**config.mk**
```make
export PLATFORM = sky130hd
export DESIGN_NAME = wb_cmd_master_flat
export DESIGN_NICKNAME = d
export VERILOG_FILES = /design/src/rtl/wb_cmd_master_if.sv /design/src/rtl/wb_cmd_master.sv /design/src/flat_wrapper.sv
export SDC_FILE = /design/constraint.sdc
export NUM_CORES = 1
export LEC_CHECK = 0
export CAP_MARGIN = 20
export CORE_ASPECT_RATIO = 0.6
export CORE_MARGIN = 3
export CORE_UTILIZATION = 40
export CTS_CLUSTER_DIAMETER = 150
export DETAILED_ROUTE_END_ITERATION = 10
export GPL_TIMING_DRIVEN = 0
export PLACE_DENSITY = 0.88
export SYNTH_ARGS = -nofsm -noshare
export SYNTH_HDL_FRONTEND = slang
export SYNTH_SLANG_ARGS = --single-unit
```
**constraint.sdc**
```tcl
create_clock -name sys_clk -period 3.3 [get_ports sys_clk]
set_input_delay 0.33 -clock sys_clk [delete_from_list [all_inputs] [get_ports sys_clk]]
set_output_delay 0.33 -clock sys_clk [all_outputs]
set_load 0.01 [all_outputs]
```
**src/rtl/wb_cmd_master_if.sv**
```systemverilog
// Wishbone bus bundle between the command master and the SDRAM controller's
// slave port. Signal names follow the controller's view (_i = into slave).
interface wb_cmd_master_if #(
  parameter int dw     = 32,
  parameter int APP_AW = 26
);
  logic              wb_cyc_i;
  logic              wb_stb_i;
  logic              wb_we_i;
  logic [APP_AW-1:0] wb_addr_i;
  logic [dw-1:0]     wb_dat_i;
  logic [dw/8-1:0]   wb_sel_i;
  logic [2:0]        wb_cti_i;
  logic              wb_ack_o;
  logic [dw-1:0]     wb_dat_o;

  modport master (
    output wb_cyc_i, wb_stb_i, wb_we_i, wb_addr_i, wb_dat_i, wb_sel_i, wb_cti_i,
    input  wb_ack_o, wb_dat_o
  );

  modport slave (
    input  wb_cyc_i, wb_stb_i, wb_we_i, wb_addr_i, wb_dat_i, wb_sel_i, wb_cti_i,
    output wb_ack_o, wb_dat_o
  );
endinterface

```
**src/rtl/wb_cmd_master.sv**
```systemverilog
// Wishbone initiator: turns single commands into classic or incrementing-burst
// Wishbone cycles, waits for SDRAM init, and aborts any beat that is not
// acknowledged within TIMEOUT strobed cycles.
module wb_cmd_master #(
  parameter int dw        = 32,
  parameter int APP_AW    = 26,
  parameter int MAX_BURST = 8,
  parameter int TIMEOUT   = 255
) (
  input  logic                         sys_clk,
  input  logic                         wb_rst_i,
  input  logic                         sdr_init_done,
  input  logic                         cmd_valid,
  output logic                         cmd_ready,
  input  logic                         cmd_we,
  input  logic [APP_AW-1:0]            cmd_addr,
  input  logic [$clog2(MAX_BURST)-1:0] cmd_len,
  input  logic [dw/8-1:0]              cmd_sel,
  input  logic [dw-1:0]                wr_data,
  input  logic                         wr_valid,
  output logic                         wr_ready,
  output logic [dw-1:0]                rd_data,
  output logic                         rd_valid,
  output logic                         done,
  output logic                         err,
  wb_cmd_master_if.master              wb
);

  localparam int LW = $clog2(MAX_BURST);
  localparam int TW = $clog2(TIMEOUT + 1);
  localparam logic [APP_AW-1:0] BEAT_BYTES = APP_AW'(dw / 8);
  localparam logic [TW-1:0]     TO_LAST    = TW'(TIMEOUT - 1);

  typedef enum logic [1:0] {
    INIT = 2'd0,
    IDLE = 2'd1,
    XFER = 2'd2
  } state_t;

  state_t            state;
  logic              ready_r;
  logic              cyc_r;
  logic              stb_r;
  logic              we_r;
  logic              single_r;
  logic [APP_AW-1:0] addr_r;
  logic [dw-1:0]     wdat_r;
  logic [dw/8-1:0]   sel_r;
  logic [2:0]        cti_r;
  logic [LW-1:0]     cnt_r;
  logic [TW-1:0]     to_r;
  logic [dw-1:0]     rd_data_r;
  logic              rd_valid_r;
  logic              done_r;
  logic              err_r;

  logic              beat_done;
  logic              last_beat;
  logic              to_hit;

  // Cycle type for the beat about to be presented, given beats left after it.
  function automatic logic [2:0] cti_for(input logic single, input logic [LW-1:0] beats_left);
    if (single)
      return 3'b000;
    else if (beats_left == '0)
      return 3'b111;
    else
      return 3'b010;
  endfunction

  // An ack only counts while strobing; a lone ack with stb low is ignored.
  assign beat_done = stb_r & wb.wb_ack_o;
  assign last_beat = beat_done & (cnt_r == '0);
  // The wait counter is about to reach TIMEOUT on this edge.
  assign to_hit    = stb_r & ~wb.wb_ack_o & (to_r == TO_LAST);

  // Write data is taken when nothing is strobed, or when the current beat is
  // completing and more beats remain; never beyond the last beat.
  assign wr_ready  = (state == XFER) & we_r & (~stb_r | (beat_done & (cnt_r != '0)));
  // Init loss in IDLE blocks acceptance in the same cycle.
  assign cmd_ready = ready_r & sdr_init_done;

  assign rd_data   = rd_data_r;
  assign rd_valid  = rd_valid_r;
  assign done      = done_r;
  assign err       = err_r;

  assign wb.wb_cyc_i  = cyc_r;
  assign wb.wb_stb_i  = stb_r;
  assign wb.wb_we_i   = we_r;
  assign wb.wb_addr_i = addr_r;
  assign wb.wb_dat_i  = wdat_r;
  assign wb.wb_sel_i  = sel_r;
  assign wb.wb_cti_i  = cti_r;

  // Command FSM with all bus and status outputs registered.
  always_ff @(posedge sys_clk or posedge wb_rst_i) begin
    if (wb_rst_i) begin
      state      <= INIT;
      ready_r    <= 1'b0;
      cyc_r      <= 1'b0;
      stb_r      <= 1'b0;
      we_r       <= 1'b0;
      single_r   <= 1'b0;
      addr_r     <= '0;
      wdat_r     <= '0;
      sel_r      <= '0;
      cti_r      <= 3'b000;
      cnt_r      <= '0;
      to_r       <= '0;
      rd_data_r  <= '0;
      rd_valid_r <= 1'b0;
      done_r     <= 1'b0;
      err_r      <= 1'b0;
    end else begin
      rd_valid_r <= 1'b0;
      done_r     <= 1'b0;
      err_r      <= 1'b0;

      case (state)
        INIT: begin
          if (sdr_init_done) begin
            state   <= IDLE;
            ready_r <= 1'b1;
          end
        end

        IDLE: begin
          if (!sdr_init_done) begin
            state   <= INIT;
            ready_r <= 1'b0;
          end else if (cmd_valid) begin
            state    <= XFER;
            ready_r  <= 1'b0;
            cyc_r    <= 1'b1;
            // Reads strobe immediately; writes wait for the first data beat.
            stb_r    <= ~cmd_we;
            we_r     <= cmd_we;
            addr_r   <= cmd_addr;
            sel_r    <= cmd_sel;
            cnt_r    <= cmd_len;
            single_r <= (cmd_len == '0);
            cti_r    <= cti_for(cmd_len == '0, cmd_len);
            to_r     <= '0;
          end
        end

        XFER: begin
          if (!stb_r || wb.wb_ack_o)
            to_r <= '0;
          else
            to_r <= to_r + TW'(1);

          if (to_hit) begin
            // Abort: drop the cycle, discard remaining beats.
            state   <= IDLE;
            ready_r <= 1'b1;
            cyc_r   <= 1'b0;
            stb_r   <= 1'b0;
            cti_r   <= 3'b000;
            err_r   <= 1'b1;
          end else begin
            if (beat_done) begin
              addr_r <= addr_r + BEAT_BYTES;
              cnt_r  <= cnt_r - LW'(1);
              cti_r  <= cti_for(single_r, cnt_r - LW'(1));
              if (!we_r) begin
                rd_data_r  <= wb.wb_dat_o;
                rd_valid_r <= 1'b1;
              end
            end

            if (last_beat) begin
              state   <= IDLE;
              ready_r <= 1'b1;
              cyc_r   <= 1'b0;
              stb_r   <= 1'b0;
              cti_r   <= 3'b000;
              done_r  <= 1'b1;
            end else if (we_r) begin
              if (wr_valid && wr_ready) begin
                wdat_r <= wr_data;
                stb_r  <= 1'b1;
              end else if (beat_done) begin
                stb_r  <= 1'b0;
              end
            end
          end
        end

        default: begin
          state   <= INIT;
          ready_r <= 1'b0;
        end
      endcase
    end
  end

endmodule

```
**src/flat_wrapper.sv**
```systemverilog
// flat-port wrapper written by rule: the top's interface ports become plain ports
module wb_cmd_master_flat 
#(
  parameter int dw        = 32,
  parameter int APP_AW    = 26,
  parameter int MAX_BURST = 8,
  parameter int TIMEOUT   = 255
)
  (sys_clk, wb_rst_i, sdr_init_done, cmd_valid, cmd_ready, cmd_we, cmd_addr, cmd_len, cmd_sel, wr_data, wr_valid, wr_ready, rd_data, rd_valid, done, err, wb_wb_cyc_i, wb_wb_stb_i, wb_wb_we_i, wb_wb_addr_i, wb_wb_dat_i, wb_wb_sel_i, wb_wb_cti_i, wb_wb_ack_o, wb_wb_dat_o);
  wb_cmd_master_if #(.dw(dw), .APP_AW(APP_AW)) wb_i ();
  input  logic sys_clk;
  input  logic wb_rst_i;
  input  logic sdr_init_done;
  input  logic cmd_valid;
  output logic cmd_ready;
  input  logic cmd_we;
  input  logic [APP_AW-1:0] cmd_addr;
  input  logic [$clog2(MAX_BURST)-1:0] cmd_len;
  input  logic [dw/8-1:0] cmd_sel;
  input  logic [dw-1:0] wr_data;
  input  logic wr_valid;
  output logic wr_ready;
  output logic [dw-1:0] rd_data;
  output logic rd_valid;
  output logic done;
  output logic err;
  output wire logic [$bits(wb_i.wb_cyc_i)-1:0] wb_wb_cyc_i;
  output wire logic [$bits(wb_i.wb_stb_i)-1:0] wb_wb_stb_i;
  output wire logic [$bits(wb_i.wb_we_i)-1:0] wb_wb_we_i;
  output wire logic [$bits(wb_i.wb_addr_i)-1:0] wb_wb_addr_i;
  output wire logic [$bits(wb_i.wb_dat_i)-1:0] wb_wb_dat_i;
  output wire logic [$bits(wb_i.wb_sel_i)-1:0] wb_wb_sel_i;
  output wire logic [$bits(wb_i.wb_cti_i)-1:0] wb_wb_cti_i;
  input wire logic [$bits(wb_i.wb_ack_o)-1:0] wb_wb_ack_o;
  input wire logic [$bits(wb_i.wb_dat_o)-1:0] wb_wb_dat_o;
  assign wb_wb_cyc_i = wb_i.wb_cyc_i;
  assign wb_wb_stb_i = wb_i.wb_stb_i;
  assign wb_wb_we_i = wb_i.wb_we_i;
  assign wb_wb_addr_i = wb_i.wb_addr_i;
  assign wb_wb_dat_i = wb_i.wb_dat_i;
  assign wb_wb_sel_i = wb_i.wb_sel_i;
  assign wb_wb_cti_i = wb_i.wb_cti_i;
  assign wb_i.wb_ack_o = wb_wb_ack_o;
  assign wb_i.wb_dat_o = wb_wb_dat_o;
  wb_cmd_master #(.dw(dw), .APP_AW(APP_AW), .MAX_BURST(MAX_BURST), .TIMEOUT(TIMEOUT)) u_core (.sys_clk(sys_clk), .wb_rst_i(wb_rst_i), .sdr_init_done(sdr_init_done), .cmd_valid(cmd_valid), .cmd_ready(cmd_ready), .cmd_we(cmd_we), .cmd_addr(cmd_addr), .cmd_len(cmd_len), .cmd_sel(cmd_sel), .wr_data(wr_data), .wr_valid(wr_valid), .wr_ready(wr_ready), .rd_data(rd_data), .rd_valid(rd_valid), .done(done), .err(err), .wb(wb_i));
endmodule
```
; ---- Word level (Yosys, flattened, before mapping)
; Index checks and enable logic that the tools add are counted.
[op_classes]
n_addsub = 3
eq_ne = 13
n_mux = 57
bitwise = 15
reduce_logical = 18
[op_table]
columns = cell, n
row1 = $mux 26, 4
row2 = $pmux 26 s2, 1
row3 = $mux 3, 11
row4 = $add 26x3->26 const B, 1
row5 = $mux 1, 25
row6 = $mux 8, 3
row7 = $pmux 8 s2, 1
row8 = $reduce_and 5->1, 3
row9 = $mux 2, 6
row10 = $pmux 3 s2, 2
row11 = $reduce_and 4->1, 3
row12 = $logic_not 3->1, 3
row13 = $reduce_and 3->1, 3
row14 = $add 8x1->8 const B, 1
row15 = $and 1x1->1, 8
row16 = $eq 8x8->1 const B, 1
row17 = $ne 2x2->1 const B, 4
row18 = $ne 4x1->1 const B, 2
row19 = $not 1->1, 6
row20 = $pmux 2 s3, 1
row21 = $ne 5x2->1 const B, 1
row22 = $pmux 1 s2, 2
row23 = $ne 3x1->1 const B, 1
row24 = $ne 3x3->1 const B, 1
row25 = other kinds (12), 12
[word_totals]
ff_bits = 118
inputBits = 104
out_inout_bits = 105

; ---- Logic depth before layout (Yosys ltp)
[depth]
depth_word = 10
ltp_mapped = 10
depth_no_buf = 7

; ---- Worst setup path before layout
; OpenSTA, ideal clock, no wires.
[synth_timing]
path_type = reg2reg
from = register u_core.state[0]
to = register u_core.wdat_r[10] (netlist: u_core.wb.wb_dat_i[10])
setup_ns = 0.125
arrival_ns = 1.734
slack_ns = 1.440
path_stages_with_launch = 9
period_less_slack_ns = 1.860
path_cell_list = dfrtp_1 inv_1 ha_1 buf_2 nand2_1 a211o_1 buf_2 buf_6 mux2_4
[synth_via]
elab_chain_cells = 5
[synth_rtl]
columns = element, line_no
row1 = start: declaration, wb_cmd_master.sv:40  ; state_t state;
row2 = start signal: assignment, wb_cmd_master.sv:99  ; state <= INIT;
row3 = start signal: assignment, wb_cmd_master.sv:123  ; state <= IDLE;
row4 = start signal: assignment, wb_cmd_master.sv:130  ; state <= INIT;
row5 = $eq 2x2->1 *, "wb_cmd_master.sv:79, wb_cmd_master.sv:120"
row6 = $and 1x1->1 (2 in series), wb_cmd_master.sv:79  ; assign wr_ready = (state == XFER) & we_r & (~stb_r | (beat_done & (cnt_r != '0)));
row7 = $logic_and 1x1->1, wb_cmd_master.sv:181  ; if (wr_valid && wr_ready) begin
row8 = $reduce_and 5->1 (no source line) *, -
row9 = end signal: assignment, wb_cmd_master.sv:182  ; wdat_r <= wr_data;
row10 = end: declaration, wb_cmd_master.sv:47  ; logic [dw-1:0] wdat_r;
; Mark *: on every way between the ends. The rest lies on a longest branch, timed or not.
; A chain may end at the register's enable or synchronous reset.

; ---- Worst setup path after layout
[layout_timing]
from = register u_core.state[0]
to = output wr_ready
[layout_via]
elab_chain_cells = 3
[layout_rtl]
columns = element, line_no
row1 = $eq 2x2->1, wb_cmd_master.sv:79
row2 = $and 1x1->1 (2 in series), wb_cmd_master.sv:79
row3 = end: declaration, flat_wrapper.sv:22  ; output logic wr_ready;
; Every way passes these cells.

==> flow_summary.toml <==
[timing]
timing.final.ws_setup_ps = 813.4
finalSetupViolCount = 0
min_period_ps = 2487
drv_slew = 0
slew_headroom_pct = 42.87
skew_ps = 11.73
worst_pin_slew_ps = 855.2
timing.final.crit_share_pct = 75.35
rsz0062_at_grt = "false"
hold_ws_ps = 456.3
hold_viol_final = 0
fmax_mhz = 402.1
setup_tns_ps = 0

[yosys]
ys_seq_area_share_pct = 52.44
avgSynthCellArea_um2 = 10.31
yosys_warnings = 0
syn_area_mm2 = 0.005535
synth_seq_cells = 116
synth_cell_types = 54
syn_nets = 652
synth_cells = 537

[clocking]
worstSkewPairLatency_ps = 400
clock-sinks = 116
hold_buffers = 0
cts-buffers-inserted = 17
clock_path_buffers = 2
cts_tree = "built"
clock_tree.root_cell = "clkbuf_16"
cts_max_level = 4
clkTransAtPathRegs_ps = 60
cts_setup_buffers = 0
cts_resized = 0

[die]
rows = 32
die_h_um = 97.12
pin_count = 209
die_area_mm2 = 0.01533
core_region_area_mm2 = 0.01317
initial_core_util_pct = 42.02
die_w_um = 157.9

[drt]
dr.first_iter.drc_count = 280
route.vias.total = 5095
wl_mm = 17.31
wl_per_cell_um = 18.28
drc = 0
drtAntennaViolNets = 0
routed_via_density = 5.380
drtPass1Iterations = 8

[global_routing]
grt_util_met1_pct = 30.29
grt_use_met3_pct = 8.812
grtUsageMet2_pct = 33.42
top_usage_layer = "met2"
grt_pass1_vias = 5185
gr-total-overflow = 0
grt_pass1_wl_mm = 27.14
antenna_found_initial = 0
grt_usage_pct = 22.38
grt_max_degree = 42

[pwr]
pwr_density_cell_mw_per_mm2 = 932.4
p_leak_nw = 3.703
ir_drop_v = 0.0004522

[place]
pre_cts_ws_ps = 821.1
port_buffers = 208
dpl.hpwl_mm = 13.03
routabilityCongestion = 0.9217

[worst_setup_path]
worstPathArrival_ps = 2160
crit_fanout = 10
path_class = "flip-flop to output pin"
critPathRequiredTime_ps = 2970
end_kind = "output pin"
cp-start-kind = "flip-flop"

[layout]
fillers = 1041
antenna_cells = 0
area_growth_pct = 52.06
nets = 881
drive_above_1_share_pct = 12.23
fin_util_pct = 63.90

[min_path]
hp-class = "input port to flip-flop"

[run]
max-cap-violations = 0

[status]
status = "finished, final reports clean"
[flip-flops by register name (all words and copies together), names as in the netlist, 2 cells and up]
signal and cells:
u_core.cnt_r 3, u_core.rd_data 32, u_core.state 2, u_core.wb.wb_cti_i 2, u_core.to_r 8, u_core.wb.wb_dat_i 32, u_core.wb.wb_sel_i 4, u_core.wb.wb_addr_i 26
[worst paths after layout]
path                                           end  cells after the start         startpoint  slack [ps]
setup / recovery                          wr_ready                      6    u_core.state[0]         810
hold / removal                  u_core.rd_data[24]                      3    wb_wb_dat_o[24]         460
setup reg to reg           u_core.wb.wb_addr_i[19]                      7    u_core.state[0]         910
hold reg to reg                  u_core.rd_data[0]                      2  u_core.rd_data[0]         470
max in group asynchronous           u_core.to_r[0]                      3           wb_rst_i        2140
min in group asynchronous   u_core.wb.wb_dat_i[11]                      2           wb_rst_i         480
[per-stage QoR]
step	cell area [µm²]	power [mW]	cells
3_3_place_gp	7834	6.018	915
5_1_grt	8417	8.294	947
4_1_cts	8417	7.874	947
3_5_place_dp	7874	6.136	917
6_report	8417	7.848	947
2_1_floorplan	5539	4.288	537
[layout make-up]
class	instances	area [µm²]	share of cell area (%)
inverter	12	48.80	0.5798
timing repair buffer	210	2122	25.21
sequential	116	2903	34.49
tap	170	212.7	2.527
multi-input combinational	380	2440	28.99
clock inverter	9	82.58	0.9811
buffer	29	147.6	1.754
clock buffer	21	460.4	5.470
[worst max-delay path, cell delays in order (launching register included)]
cell and delay [ps]:
dfrtp_1 440, inv_1 110, ha_1 170, buf_2 230, nand2_1 110, a21oi_1 150
clkdlybuf4s50_1 560
[synth_stat cells (all sizes together)]
cell / instances / share of area [%]
xnor2: 1 / 0.16
o41ai: 1 / 0.16
clkbuf: 15 / 1.0
a2bb2oi: 15 / 2.4
mux2i: 4 / 0.72
a41o: 1 / 0.18
inv: 12 / 0.81
a21bo: 1 / 0.18
and2: 3 / 0.34
a21oi: 32 / 2.9
dfrtp: 116 / 52
nand2: 131 / 8.9
o21a: 1 / 0.14
and3: 5 / 0.57
nor4: 2 / 0.77
ha: 11 / 2.5
a21o: 1 / 0.16
a21boi: 2 / 0.27
a31oi: 2 / 0.23
and4b: 1 / 0.18
nand4b: 1 / 0.16
and4: 3 / 0.47
nand3: 23 / 2.4
buf: 14 / 1.7
nor2: 22 / 1.5
mux2: 41 / 9.7
o21ai: 23 / 2.1
nand2b: 2 / 0.23
or3: 3 / 0.34
a211oi: 2 / 0.27
o32a: 2 / 0.36
o22a: 1 / 0.16
nor2b: 3 / 0.34
o31ai: 4 / 0.54
nand4: 8 / 1.2
or2: 3 / 0.34
a211o: 2 / 0.32
nand3b: 1 / 0.14
nor3: 6 / 0.93
o22ai: 13 / 1.5
a311oi: 1 / 0.16
o211ai: 2 / 0.27
[kinds of logic after synthesis]
logic type / count (synthesis) / synth area share [%]
flops: 116 / 52.44
xor+xnor: 1 / 0.1583
buf+inv: 41 / 3.481
fa+ha+maj: 11 / 2.486
simple gates: 217 / 18.74
mux: 45 / 10.42
compound gates: 106 / 12.27
[placed cells by master (no fill, tap or decap), drive strengths merged, types with 2 or more instances in the layout]
cell type	instances
nor3	6
a211oi	2
nand3	23
and3	5
nor2	22
nand2	131
nand4	8
o32a	2
a21oi	32
a21boi	2
nor4	2
ha	11
clkbuf	36
clkdlybuf4s50	208
clkinv	3
and4	3
or2	3
buf	16
o22ai	13
clkinvlp	6
inv	11
mux2i	4
and2	3
o21ai	23
a211o	2
a31oi	2
o31ai	4
mux2	41
nor2b	3
o211ai	2
or3	3
a2bb2oi	15
nand2b	2
dfrtp	116
[report_power, final]
part / internal (mW) / switching (mW)
Combinational: 1.91 / 1.68
Clock: 1.06 / 0.634
Sequential: 2.05 / 0.509
[routing by layer]
layer  part of all wire (%)  routed length (µm)
met5                      0                   0
met4                    1.2                 213
met3                     12                2069
met2                     44                7626
met1                     43                7401
Power figures use the tool's default switching activity.
